### src/rtl/hit_storage_sequencer_pkg.sv
// hit_storage_sequencer_pkg: shared storage parameters, state encoding and sizing helper
package hit_storage_sequencer_pkg;

    localparam int HS_SSIDBITS = 10;
    localparam int HS_HITINFOBITS = 8;
    localparam int NROWS_HNM = 1024;
    localparam int QUEUESIZE = 6;

    typedef enum logic [2:0] {
        IDLE,
        CLEAR,
        LOAD,
        DRAIN,
        READOUT
    } seqState_t;

    function automatic int maxOf(input int a, input int b);
        return a > b ? a : b;
    endfunction

endpackage

### src/rtl/hit_storage_sequencer_rr_arbiter2.sv
// rr_arbiter2: two-way round-robin arbiter, combinational grant, registered preference pointer
module rr_arbiter2 (
    input  logic       clock,
    input  logic       reset,
    input  logic       enable,
    input  logic [1:0] request,
    output logic [1:0] grant
);

    logic pointer;

    // a lone request always wins; on contention the pointer picks the winner
    always_comb begin
        grant[0] = enable && request[0] && (!request[1] || !pointer);
        grant[1] = enable && request[1] && (!request[0] || pointer);
    end

    // after any grant the other source becomes preferred
    always_ff @(posedge clock or posedge reset) begin
        if (reset) pointer <= 1'b0;
        else if (|grant) pointer <= grant[0];
    end

endmodule

### src/rtl/hit_storage_sequencer.sv
// hit_storage_sequencer: sequences each event through clear, load, drain and readout of the hit storage
module hit_storage_sequencer
    import hit_storage_sequencer_pkg::*;
#(
    parameter int SSIDBITS = HS_SSIDBITS,
    parameter int HITINFOBITS = HS_HITINFOBITS,
    parameter int CLEARCYCLES = NROWS_HNM / 2,
    parameter int DRAINCYCLES = QUEUESIZE + 2,
    parameter int COUNTBITS = 16
) (
    input  logic                   clock,
    input  logic                   reset,
    input  logic                   eventStart,
    input  logic                   eventEnd,
    input  logic                   reqValid0,
    input  logic                   reqValid1,
    input  logic [SSIDBITS-1:0]    reqSSID0,
    input  logic [SSIDBITS-1:0]    reqSSID1,
    input  logic [HITINFOBITS-1:0] reqHitInfo0,
    input  logic [HITINFOBITS-1:0] reqHitInfo1,
    output logic                   reqReady0,
    output logic                   reqReady1,
    input  logic                   storageReady,
    output logic                   clearMemory,
    output logic                   newAddress,
    output logic [SSIDBITS-1:0]    SSID,
    output logic [HITINFOBITS-1:0] hitInfo,
    output logic                   readoutGrant,
    input  logic                   readoutDone,
    output logic                   busy,
    output logic [COUNTBITS-1:0]   hitCount,
    output logic                   overrun
);

    localparam int CNTW = $clog2(maxOf(CLEARCYCLES, DRAINCYCLES)) + 1;

    seqState_t state, nextState;
    logic [CNTW-1:0] cycleCount;
    logic endSeen, loadEnable, accept, clearDone, drainDone, startEvent;
    logic [1:0] grant;

    assign loadEnable = state == LOAD && storageReady;
    assign accept = |grant;
    assign reqReady0 = grant[0];
    assign reqReady1 = grant[1];
    assign busy = state != IDLE;
    assign startEvent = state == IDLE && eventStart;
    assign clearDone = cycleCount >= CNTW'(CLEARCYCLES - 1) && storageReady;
    assign drainDone = cycleCount == CNTW'(DRAINCYCLES - 1);

    rr_arbiter2 arbiter (
        .clock   (clock),
        .reset   (reset),
        .enable  (loadEnable),
        .request ({reqValid1, reqValid0}),
        .grant   (grant)
    );

    // event phase sequencing; an eventEnd seen during CLEAR skips LOAD entirely
    always_comb begin
        nextState = state;
        case (state)
            IDLE:    if (eventStart) nextState = CLEAR;
            CLEAR:   if (clearDone) nextState = (endSeen || eventEnd) ? DRAIN : LOAD;
            LOAD:    if (eventEnd) nextState = DRAIN;
            DRAIN:   if (drainDone) nextState = READOUT;
            READOUT: if (readoutDone) nextState = IDLE;
            default: nextState = IDLE;
        endcase
    end

    // state register and per-phase cycle counter, restarted on every phase change and saturating
    always_ff @(posedge clock or posedge reset) begin
        if (reset) begin
            state <= IDLE;
            cycleCount <= '0;
            endSeen <= 1'b0;
        end else begin
            state <= nextState;
            cycleCount <= (nextState != state) ? '0 : (&cycleCount ? cycleCount : cycleCount + 1'b1);
            endSeen <= state == CLEAR && (endSeen || eventEnd);
        end
    end

    // registered storage write port, readout handoff and event bookkeeping
    always_ff @(posedge clock or posedge reset) begin
        if (reset) begin
            clearMemory <= 1'b0;
            newAddress <= 1'b0;
            SSID <= '0;
            hitInfo <= '0;
            readoutGrant <= 1'b0;
            hitCount <= '0;
            overrun <= 1'b0;
        end else begin
            clearMemory <= startEvent;
            newAddress <= accept;
            if (accept) begin
                SSID <= grant[1] ? reqSSID1 : reqSSID0;
                hitInfo <= grant[1] ? reqHitInfo1 : reqHitInfo0;
            end
            readoutGrant <= nextState == READOUT;
            hitCount <= startEvent ? '0 : ((accept && !(&hitCount)) ? hitCount + 1'b1 : hitCount);
            overrun <= overrun || (eventStart && state != IDLE);
        end
    end

endmodule

### config.mk
export PLATFORM = sky130hd
export DESIGN_NAME = hit_storage_sequencer
export DESIGN_NICKNAME = d
export VERILOG_FILES = /design/src/rtl/hit_storage_sequencer_pkg.sv /design/src/rtl/hit_storage_sequencer_rr_arbiter2.sv /design/src/rtl/hit_storage_sequencer.sv
export SDC_FILE = /design/constraint.sdc
export NUM_CORES = 1
export LEC_CHECK = 0
export BUFFER_PORTS_ARGS = -buffer_cell sky130_fd_sc_hd__buf_4
export CORE_AREA = 2 2 86 68
export DETAILED_ROUTE_END_ITERATION = 16
export DIE_AREA = 0 0 88 70
export PLACE_DENSITY = 0.83
export SLEW_MARGIN = 20
export SYNTH_ARGS = -nofsm -noshare
export SYNTH_HDL_FRONTEND = slang
export SYNTH_SLANG_ARGS = --single-unit
### constraint.sdc
create_clock -name clock -period 3.1 [get_ports clock]
set_clock_uncertainty 0.15 [all_clocks]
set_input_delay 0.62 -clock clock [delete_from_list [all_inputs] [get_ports clock]]
set_output_delay 0.62 -clock clock [all_outputs]
set_load 0.02 [all_outputs]
### Word-level counts from Yosys, hierarchy flattened

Cells that the tools add are included.

| word-level totals | value |
|---|---|
| register bits after elaboration | 53 |
| bits in latches | 0 |
| RAM bits | 0 |
| bits in read-only memories | 0 |
| input bits | 44 |
| word-level logic and storage cells | 59 |
| memories | 0 |

| operators by class | value |
|---|---|
| add/subtract/negate cells | 2 |
| $mul | 0 |
| divide/modulo/power cells | 0 |
| magnitude comparators | 1 |
| equal/unequal tests | 8 |
| shifts and indexed selects | 0 |
| mux-type cells | 13 |
| bitwise operators | 0 |
| reductions and logical operators | 24 |

Operators by type and width:

| operator | count |
|---|---|
| two-way mux 16 bit | 2 |
| two-way mux 10 bit | 3 |
| adder 16 x 1 -> 16 bit (second input constant) | 1 |
| AND reduction 16 bit | 1 |
| two-way mux 3 bit | 5 |
| one-hot mux 3 bit (5 select lines) | 1 |
| adder 10 x 1 -> 10 bit (second input constant) | 1 |
| equality test 10 x 3 -> 1 bit (second input constant) | 1 |
| >= comparator 10 x 9 -> 1 bit (second input constant) | 1 |
| logical AND 1 bit | 10 |
| AND reduction 10 bit | 1 |
| two-way mux 8 bit | 1 |
| equality test 3 x 2 -> 1 bit (second input constant) | 2 |
| equality test 3 bit (second input constant) | 2 |
| logical NOT 1 bit | 4 |
| logical OR 1 bit | 4 |
| equality test 3 x 1 -> 1 bit (second input constant) | 1 |
| logical NOT 3 bit | 1 |
| != test 3 bit | 1 |
| nonzero test 3 bit | 1 |
| != test 2 bit (second input constant) | 1 |
| nonzero test 2 bit | 1 |
| OR reduction 2 bit | 1 |
| two-way mux 1 bit | 1 |

### Logic depth before layout (Yosys ltp)

Gate-level depths: netlist (run 1).

| logic depth | value |
|---|---|
| depth in word-level cells | 8 |
| mapped depth | 7 |
| gate-level depth less buffers | 5 |

### Modules after synthesis

Synthesis (run 1) repeated with hierarchy kept, for this count alone.

| unflattened totals | value |
|---|---|
| cells, all modules | 290 |
| area total of the unflattened synthesis | 2752.6 µm² |

By module, submodules not included:

| module | instances | cells an instance | area each (µm²) |
|---|---|---|---|
| hit_storage_sequencer | 1 | 281 | 2687.6 |
| rr_arbiter2 | 1 | 9 | 65.1 |

### Worst setup path after synthesis (run 1)

OpenSTA, ideal clock, no wires.

| timing path | value |
|---|---|
| kind | input -> output |
| from | input port storageReady |
| to | output port reqReady1 |
| data arrival time | 1544 ps |
| slack | 786 ps |
| stages on the path | 6 |
| path buffers | 3 |
| cells stage by stage | and4bb_1 -> buf_4 -> nand3_1 -> buf_4 -> buf_4 -> inv_1 |

| between the ends | value |
|---|---|
| longest elaborated chain between the ends | 3 |

RTL lines:

| item | RTL line | text |
|---|---|---|
| from (decl) | hit_storage_sequencer.sv:23 | `input logic storageReady,` |
| logical AND 1 bit | hit_storage_sequencer.sv:42 | `assign loadEnable = state == LOAD && storageReady;` |
| logical AND 1 bit (2 in a row) | hit_storage_sequencer_rr_arbiter2.sv:15 | `grant[1] = enable && request[1] && (!request[0] \|\| pointer);` |
| to (decl) | hit_storage_sequencer.sv:22 | `output logic reqReady1,` |

Every way passes these cells.

### Final worst setup path (run 1)

| timing path | value |
|---|---|
| from | register state[1] |
| to | output port reqReady0 |

| between the ends | value |
|---|---|
| longest elaborated chain between the ends | 4 |

RTL lines:

| item | RTL line | text |
|---|---|---|
| from (decl) | hit_storage_sequencer.sv:37 | `seqState_t state, nextState;` |
| from (signal assigned) | hit_storage_sequencer.sv:79 | `state <= nextState;` |
| equality test 3 x 2 -> 1 bit | hit_storage_sequencer.sv:42 |  |
| logical AND 1 bit | hit_storage_sequencer.sv:42 |  |
| logical AND 1 bit (2 in a row) | hit_storage_sequencer_rr_arbiter2.sv:14 | `grant[0] = enable && request[0] && (!request[1] \|\| !pointer);` |
| to (decl) | hit_storage_sequencer.sv:21 | `output logic reqReady0,` |

Every way passes these cells.

==> results of run 1 <==
-- final cells by class --
class,instances,area (µm²),area share (%)
clock inverters,3,68.8,1.88
multi-input cells,216,1380,37.7
well taps,78,97.6,2.67
flip-flops and latches,53,1330,36.3
clock buffers,5,68.8,1.88
inverters,11,41.3,1.13
repair buffers,90,676,18.5
-- power by group --
group	leakage (µW)	switching [µW]	internal [µW]
logic	0.00104	159	139
registers	0.000708	85.9	753
clock network	0.0000687	238	325
total	0.00182	483	1220
-- layout by cell type, fill, tap and decap left out, types with 3 or more instances in the layout --
cell and instances:
nand2_1 37, o21ai_0 29, a21oi_1 14, inv_1 10
o31ai_1 6, or4_1 6, nor4_1 4, nor2b_1 3
and3_1 4, nand4_1 8, a41oi_1 3, buf_4 90
nor3_1 16, nand3_1 10, and4_1 5, or2_2 3
nor2_1 5, or3_1 3, dfrtp_1 53, clkbuf_8 5
mux2i_1 24, o311ai_0 4
-- state kept, by name (all words and copies together) (netlist names) --
| register | count |
|---|---|
| hitCount | 16 |
| SSID | 10 |
| hitInfo | 8 |
| endSeen | 1 |
| clearMemory | 1 |
| overrun | 1 |
| readoutGrant | 1 |
| state | 3 |
| cycleCount | 10 |
| arbiter.pointer | 1 |
| newAddress | 1 |
-- layer usage --
layer	vias up	GRT usage, %	part of all wire, %
li1	1256	-	-
met1	1197	31.9	46
met2	79	33.9	46
met3	4	5.67	6.1
met4	0	6.67	1.1
met5	-	0	0
-- worst paths after layout --
kind	start	endpoint	slack (ns)	cells past startpoint
max in group asynchronous	reset	hitInfo[6]	1.93	3
min reg2reg	overrun	overrun	0.32	1
min in group clock	overrun	overrun	0.32	1
min	reset	cycleCount[5]	0.25	2
max	state[1]	reqReady0	0.53	4
max reg2reg	cycleCount[0]	cycleCount[8]	0.77	5
-- cells by family after synthesis --
group | Yosys count | synth area share [%]
mux | 24 | 8.52
flops | 53 | 47.0
fa+ha+maj | 2 | 0.887
buf+inv | 25 | 4.13
xor+xnor | 2 | 0.621
compound gates | 71 | 15.6
simple gates | 117 | 23.2
-- worst register-to-register path, cell delays in order (launching register included) --
cell,delay [ns]
dfrtp_1,0.40
ha_1,0.24
nor4bb_1,0.49
nand4_1,0.27
a22oi_2,0.51
nor3_1,0.14
-- stage by stage --
| stage | hold slack [ns] | cell area (µm²) | util (%) |
|---|---|---|---|
| 2_1_floorplan | 0.314 | 2820 | - |
| 3_3_place_gp | 0.291 | 3520 | 64.7 |
| 3_5_place_dp | 0.300 | 3520 | 64.7 |
| 4_1_cts | 0.262 | 3660 | 67.3 |
| 5_1_grt | 0.310 | 3660 | 67.3 |
| 6_report | 0.246 | 3660 | 67.3 |
==> results.cfg, run 1 <==
[run_status]
status = complete, no violations

[power]
total_power_uw = 1700
vdd_ir_drop_max_mv = 0.365
power_density_nw_per_um2 = 465
leakagePower_uw = 0.00182

[setup_path]
crit_arrival_ns = 1.80
crit_path_end_kind = output pin
crit_path_top_delay_cell = dfrtp_1
startpoint_type = register
cp.required_ns = 2.33
crit_family = simple AND/OR/NAND/NOR gates
cp_max_fo = 13
crit_chain = and4bb_1, nand2_1, a21oi_1, buf_4
max_stage_delay_ns = 0.58
critPathBufInv = 1
critPathKind = register to output pin

[layout]
fillers = 446
fin_nets = 423
area_delta_synth_final_pct = 29.6
antennaDiodeCount = 0
drive_gt1_share_pct = 28.3
instances_no_fill = 456

[floorplan]
dieArea_um2 = 6160
core_um2 = 5440
fp.dieH_um = 70
die_x_um = 88
initial_core_util_pct = 51.9
num_rows = 24
ios = 85

[grt]
antenna_found_initial = 0
grt_max_degree = 37
overflow = 0
grt_usage_pct = 22.4
grt_pass1_vias = 2280
grt_pass1_wl_mm = 10.9

[routing]
postRouteAntennaNets = 0
drt_wl_total_mm = 6.72
viasPerCell = 5.56
first_pass_iters = 5
drt_iter0_markers = 136
drc_errors = 0
vias = 2536
wire_per_inst_um = 14.7

[placement]
gp_congestion = 0.915
post-place-ws_ns = 0.705
place_hpwl_mm = 5.04
dp_cells = 448
port_buffers = 84

[clock_tree]
htree_levels = 2
postCtsResizedCells = 0
clk_latency_ns = 0.31
postCtsSetupBuffers = 0
clk_path_buf_depth = 2
clkTransAtPathRegs_ns = 0.10
numCtsBuffers = 5
root_buffer = clkbuf_8
ctsHoldBuffers = 0
cts_tree = done
cts.sinks = 53

[logic_synthesis]
synth-main-ff-cell = dfrtp_1
synth-warning-count = 0
netlist_instances = 294
yosysMostFrequentCell = dfrtp_1
yosys-top-cells-count = dfrtp_1, nand2_1, o21ai_0
synth_nets = 340
synthTopCellsByArea = dfrtp_1, mux2i_1, o21ai_0
yosysSeqAreaShare_pct = 47.0
ys_seq_elements = 53
synth.avg_cell_area_um2 = 9.59
synth.largest_area_cell = dfrtp_1
async_flop_share_pct = 100
synth_area_um2 = 2820
synth.distinct_cells = 48
synth_edf_count = 0
netlist.area_leader.share_pct = 47.0

[job]
max_cap_violations = 0

[timing]
fmax_mhz = 389
period_minus_slack_ns = 2.57
tightest_slew_ns = 0.987
layout_setup_ws_ns = 0.530
setup-tns-final_ns = 0
hold_viol = 0
final_max_slew_viol_count = 0
rsz0062_at_grt = false
slew_headroom_pct = 33.6
setup_viol_count_final = 0
finalCritPeriodShare_pct = 82.9

[worst_hold_path]
hp-class = primary input to asynchronous set/reset pin
No activity file was read; power rests on OpenSTA's default activity.
==> inputs of run 2 (changes only) <==
ABC_AREA = 1   (was not set)
CORE_AREA = 2 2 89 70   (was 2 2 86 68)
DIE_AREA = 0 0 91 72   (was 0 0 88 70)
PLACE_DENSITY = 0.8   (was 0.83)
clock period = 2.52 ns   (was 3.1 ns; I/O delays follow)
==> results.cfg, run 2 <==
[run_status]
status = complete, no violations

[logic_synthesis]
synth.largest_area_cell = dfrtp_1
netlist.area_leader.share_pct = 46.1
yosysSeqAreaShare_pct = 46.1
synth_edf_count = 0
synth_xor_area_share_pct = 3.04
synth-main-ff-cell = dfrtp_1
synth.distinct_cells = 27
yosysMostFrequentCell = nand2_1
synth.avg_cell_area_um2 = 7.82
synthTopCellsByArea = dfrtp_1, nand2_1, nand3_1
synth_top_family_by_area = simple AND/OR/NAND/NOR gates
synth_adder_area_share_pct = 0.870
synthMuxAreaShare_pct = 0
async_flop_share_pct = 100
ys_seq_elements = 53
synth_compound_area_share_pct = 12.2
synthSimpleGateAreaFrac_pct = 30.9
netlist_instances = 368
synth_area_um2 = 2880
synth-warning-count = 0
yosys-top-cells-count = nand2_1, dfrtp_1, nor2_1
synth_nets = 414

[timing]
final_max_slew_viol_count = 0
period_minus_slack_ns = 2.35
setup_viol_count_final = 0
finalCritPeriodShare_pct = 93.2
holdWs_ns = 0.226
hold_viol = 0
fmax_mhz = 426
rsz0062_at_grt = false
setup-tns-final_ns = 0
slew_headroom_pct = 55.9
tightest_slew_ns = 0.662

[grt]
grt_pass1_vias = 2585
antenna_found_initial = 0
grt_pass1_wl_mm = 11.8
overflow = 0
grt_max_degree = 54
grt_usage_pct = 22.0

[floorplan]
num_rows = 24
fp.dieH_um = 72
dieArea_um2 = 6550
die_x_um = 91
core_um2 = 5650
ios = 85
initial_core_util_pct = 51.0

[setup_path]
cp-startpoint = state[0]
cp.required_ns = 1.87
worst-r2r-cell-count = 11
cp_max_fo = 20
rr_endpoint = hitCount[11]
critPathKind = register to output pin
crit_arrival_ns = 1.70
rrSetupSlack_ns = 0.42
max_stage_delay_ns = 0.43
crit_chain = inv_2, nand2_2, nor2_4, nand2_2, nor2_2, inv_2, a21oi_1, buf_4
crit_path_end_kind = output pin
startpoint_type = register
endpoint = reqReady0
crit_path_top_delay_cell = dfrtp_1
r2r_start = hitCount[1]

[clock_tree]
clk_path_buf_depth = 2
cts.sinks = 53
postCtsSetupBuffers = 0
root_buffer = clkbuf_8
numCtsBuffers = 5
ctsHoldBuffers = 0
clkTransAtPathRegs_ns = 0.09
cts_tree = done
htree_levels = 2
clk_latency_ns = 0.30
postCtsResizedCells = 0

[routing]
postRouteAntennaNets = 0
drc_errors = 0
wire_per_inst_um = 13.5
viasPerCell = 5.16
first_pass_iters = 4
drt_wl_total_mm = 7.14
vias = 2738
drt_iter0_markers = 228

[layout]
antennaDiodeCount = 0
layout_common_cells = buf_4, nand2_1, dfrtp_1, nor2_1, nand3_1
top_regs = hitCount: 16 flops, SSID: 10 flops, cycleCount: 10 flops
instances_no_fill = 531
area_delta_synth_final_pct = 26.9
drive_gt1_share_pct = 28.0
fin_nets = 498
largest_reg_flops = 16
final_common_cell = buf_4
fillers = 517
final_util_pct = 64.7
top_register = hitCount

[power]
total_power_uw = 1800
leakagePower_uw = 0.00177
vdd_ir_drop_max_mv = 0.276
power_density_nw_per_um2 = 493

[placement]
place_hpwl_mm = 5.17
dp_cells = 523
port_buffers = 84
gp_congestion = 0.910

[job]
max_cap_violations = 0

[worst_hold_path]
hp-class = primary input to register
hp-start = readoutDone
-- run 2: cell count changes after synthesis, moves of 12 or more --
cell     previous run  this run
nor2_1              5        46
inv_1              11        27
nand2_1            37        62
mux2i_1            24         0
nor2_2              0        13
o21ai_1             0        12
nand3_1            10        45
-- run 2: report_power, final --
group | internal [µW] | switching (µW) | leakage (µW) | total (µW)
combinational | 157 | 177 | 0.00103 | 334
sequential | 917 | 83.4 | 0.000700 | 1000
clock | 198 | 267 | 0.0000395 | 465
total | 1270 | 527 | 0.00177 | 1800
-- run 2: per-stage QoR --
stage	setup WS (ns)	area, µm²
after detailed placement	0.400	3570
after global routing	0.0357	3650
after floorplan	0.357	2880
after global placement	0.463	3570
final	0.170	3650
after CTS	0.160	3650
-- run 2: kinds of logic (layout without fill, tap and decap cells) --
group	Yosys count	after routing
adders and majority gates	2	2
AOI/OAI and AO/OA	65	65
buffers and inverters	46	131
and+or+nand+nor	192	192
xor gates and xnor gates	10	10
DFF	53	53
-- run 2: worst min-delay path by stage --
| stage | endpoint | slack (ns) | depth (start not counted) |
|---|---|---|---|
| after floorplan | arbiter.pointer | 0.33 | 1 |
| after global placement | overrun | 0.29 | 1 |
| after detailed placement | overrun | 0.30 | 1 |
| after CTS | readoutGrant | 0.22 | 2 |
| after global routing | readoutGrant | 0.23 | 2 |
| final | readoutGrant | 0.23 | 2 |
-- run 2: final cells by class --
| cell class | count | area, µm² | area share, % |
|---|---|---|---|
| flip-flops and latches | 53 | 1330 | 36.3 |
| repair buffers | 89 | 668 | 18.3 |
| multi-input cells | 269 | 1350 | 37.0 |
| inverters | 34 | 128 | 3.50 |
| well taps | 78 | 97.6 | 2.67 |
| clock buffers | 8 | 80.1 | 2.19 |
-- run 2: critical path: cells and delay by family, from the launching register on --
kind | cells | cell delay, ns
flops | 1 | 0.43
buf+inv | 3 | 0.43
simple gates | 4 | 0.37
compound gates | 1 | 0.16
-- run 2: per-layer routing --
metal / global-route usage [%] / routed length (µm) / vias to the layer above
met5: 0 / 0 / -
met4: 4.38 / 29 / 0
met3: 5.61 / 526 / 2
met2: 35.0 / 3210 / 89
met1: 31.1 / 3380 / 1268
li1: - / - / 1379
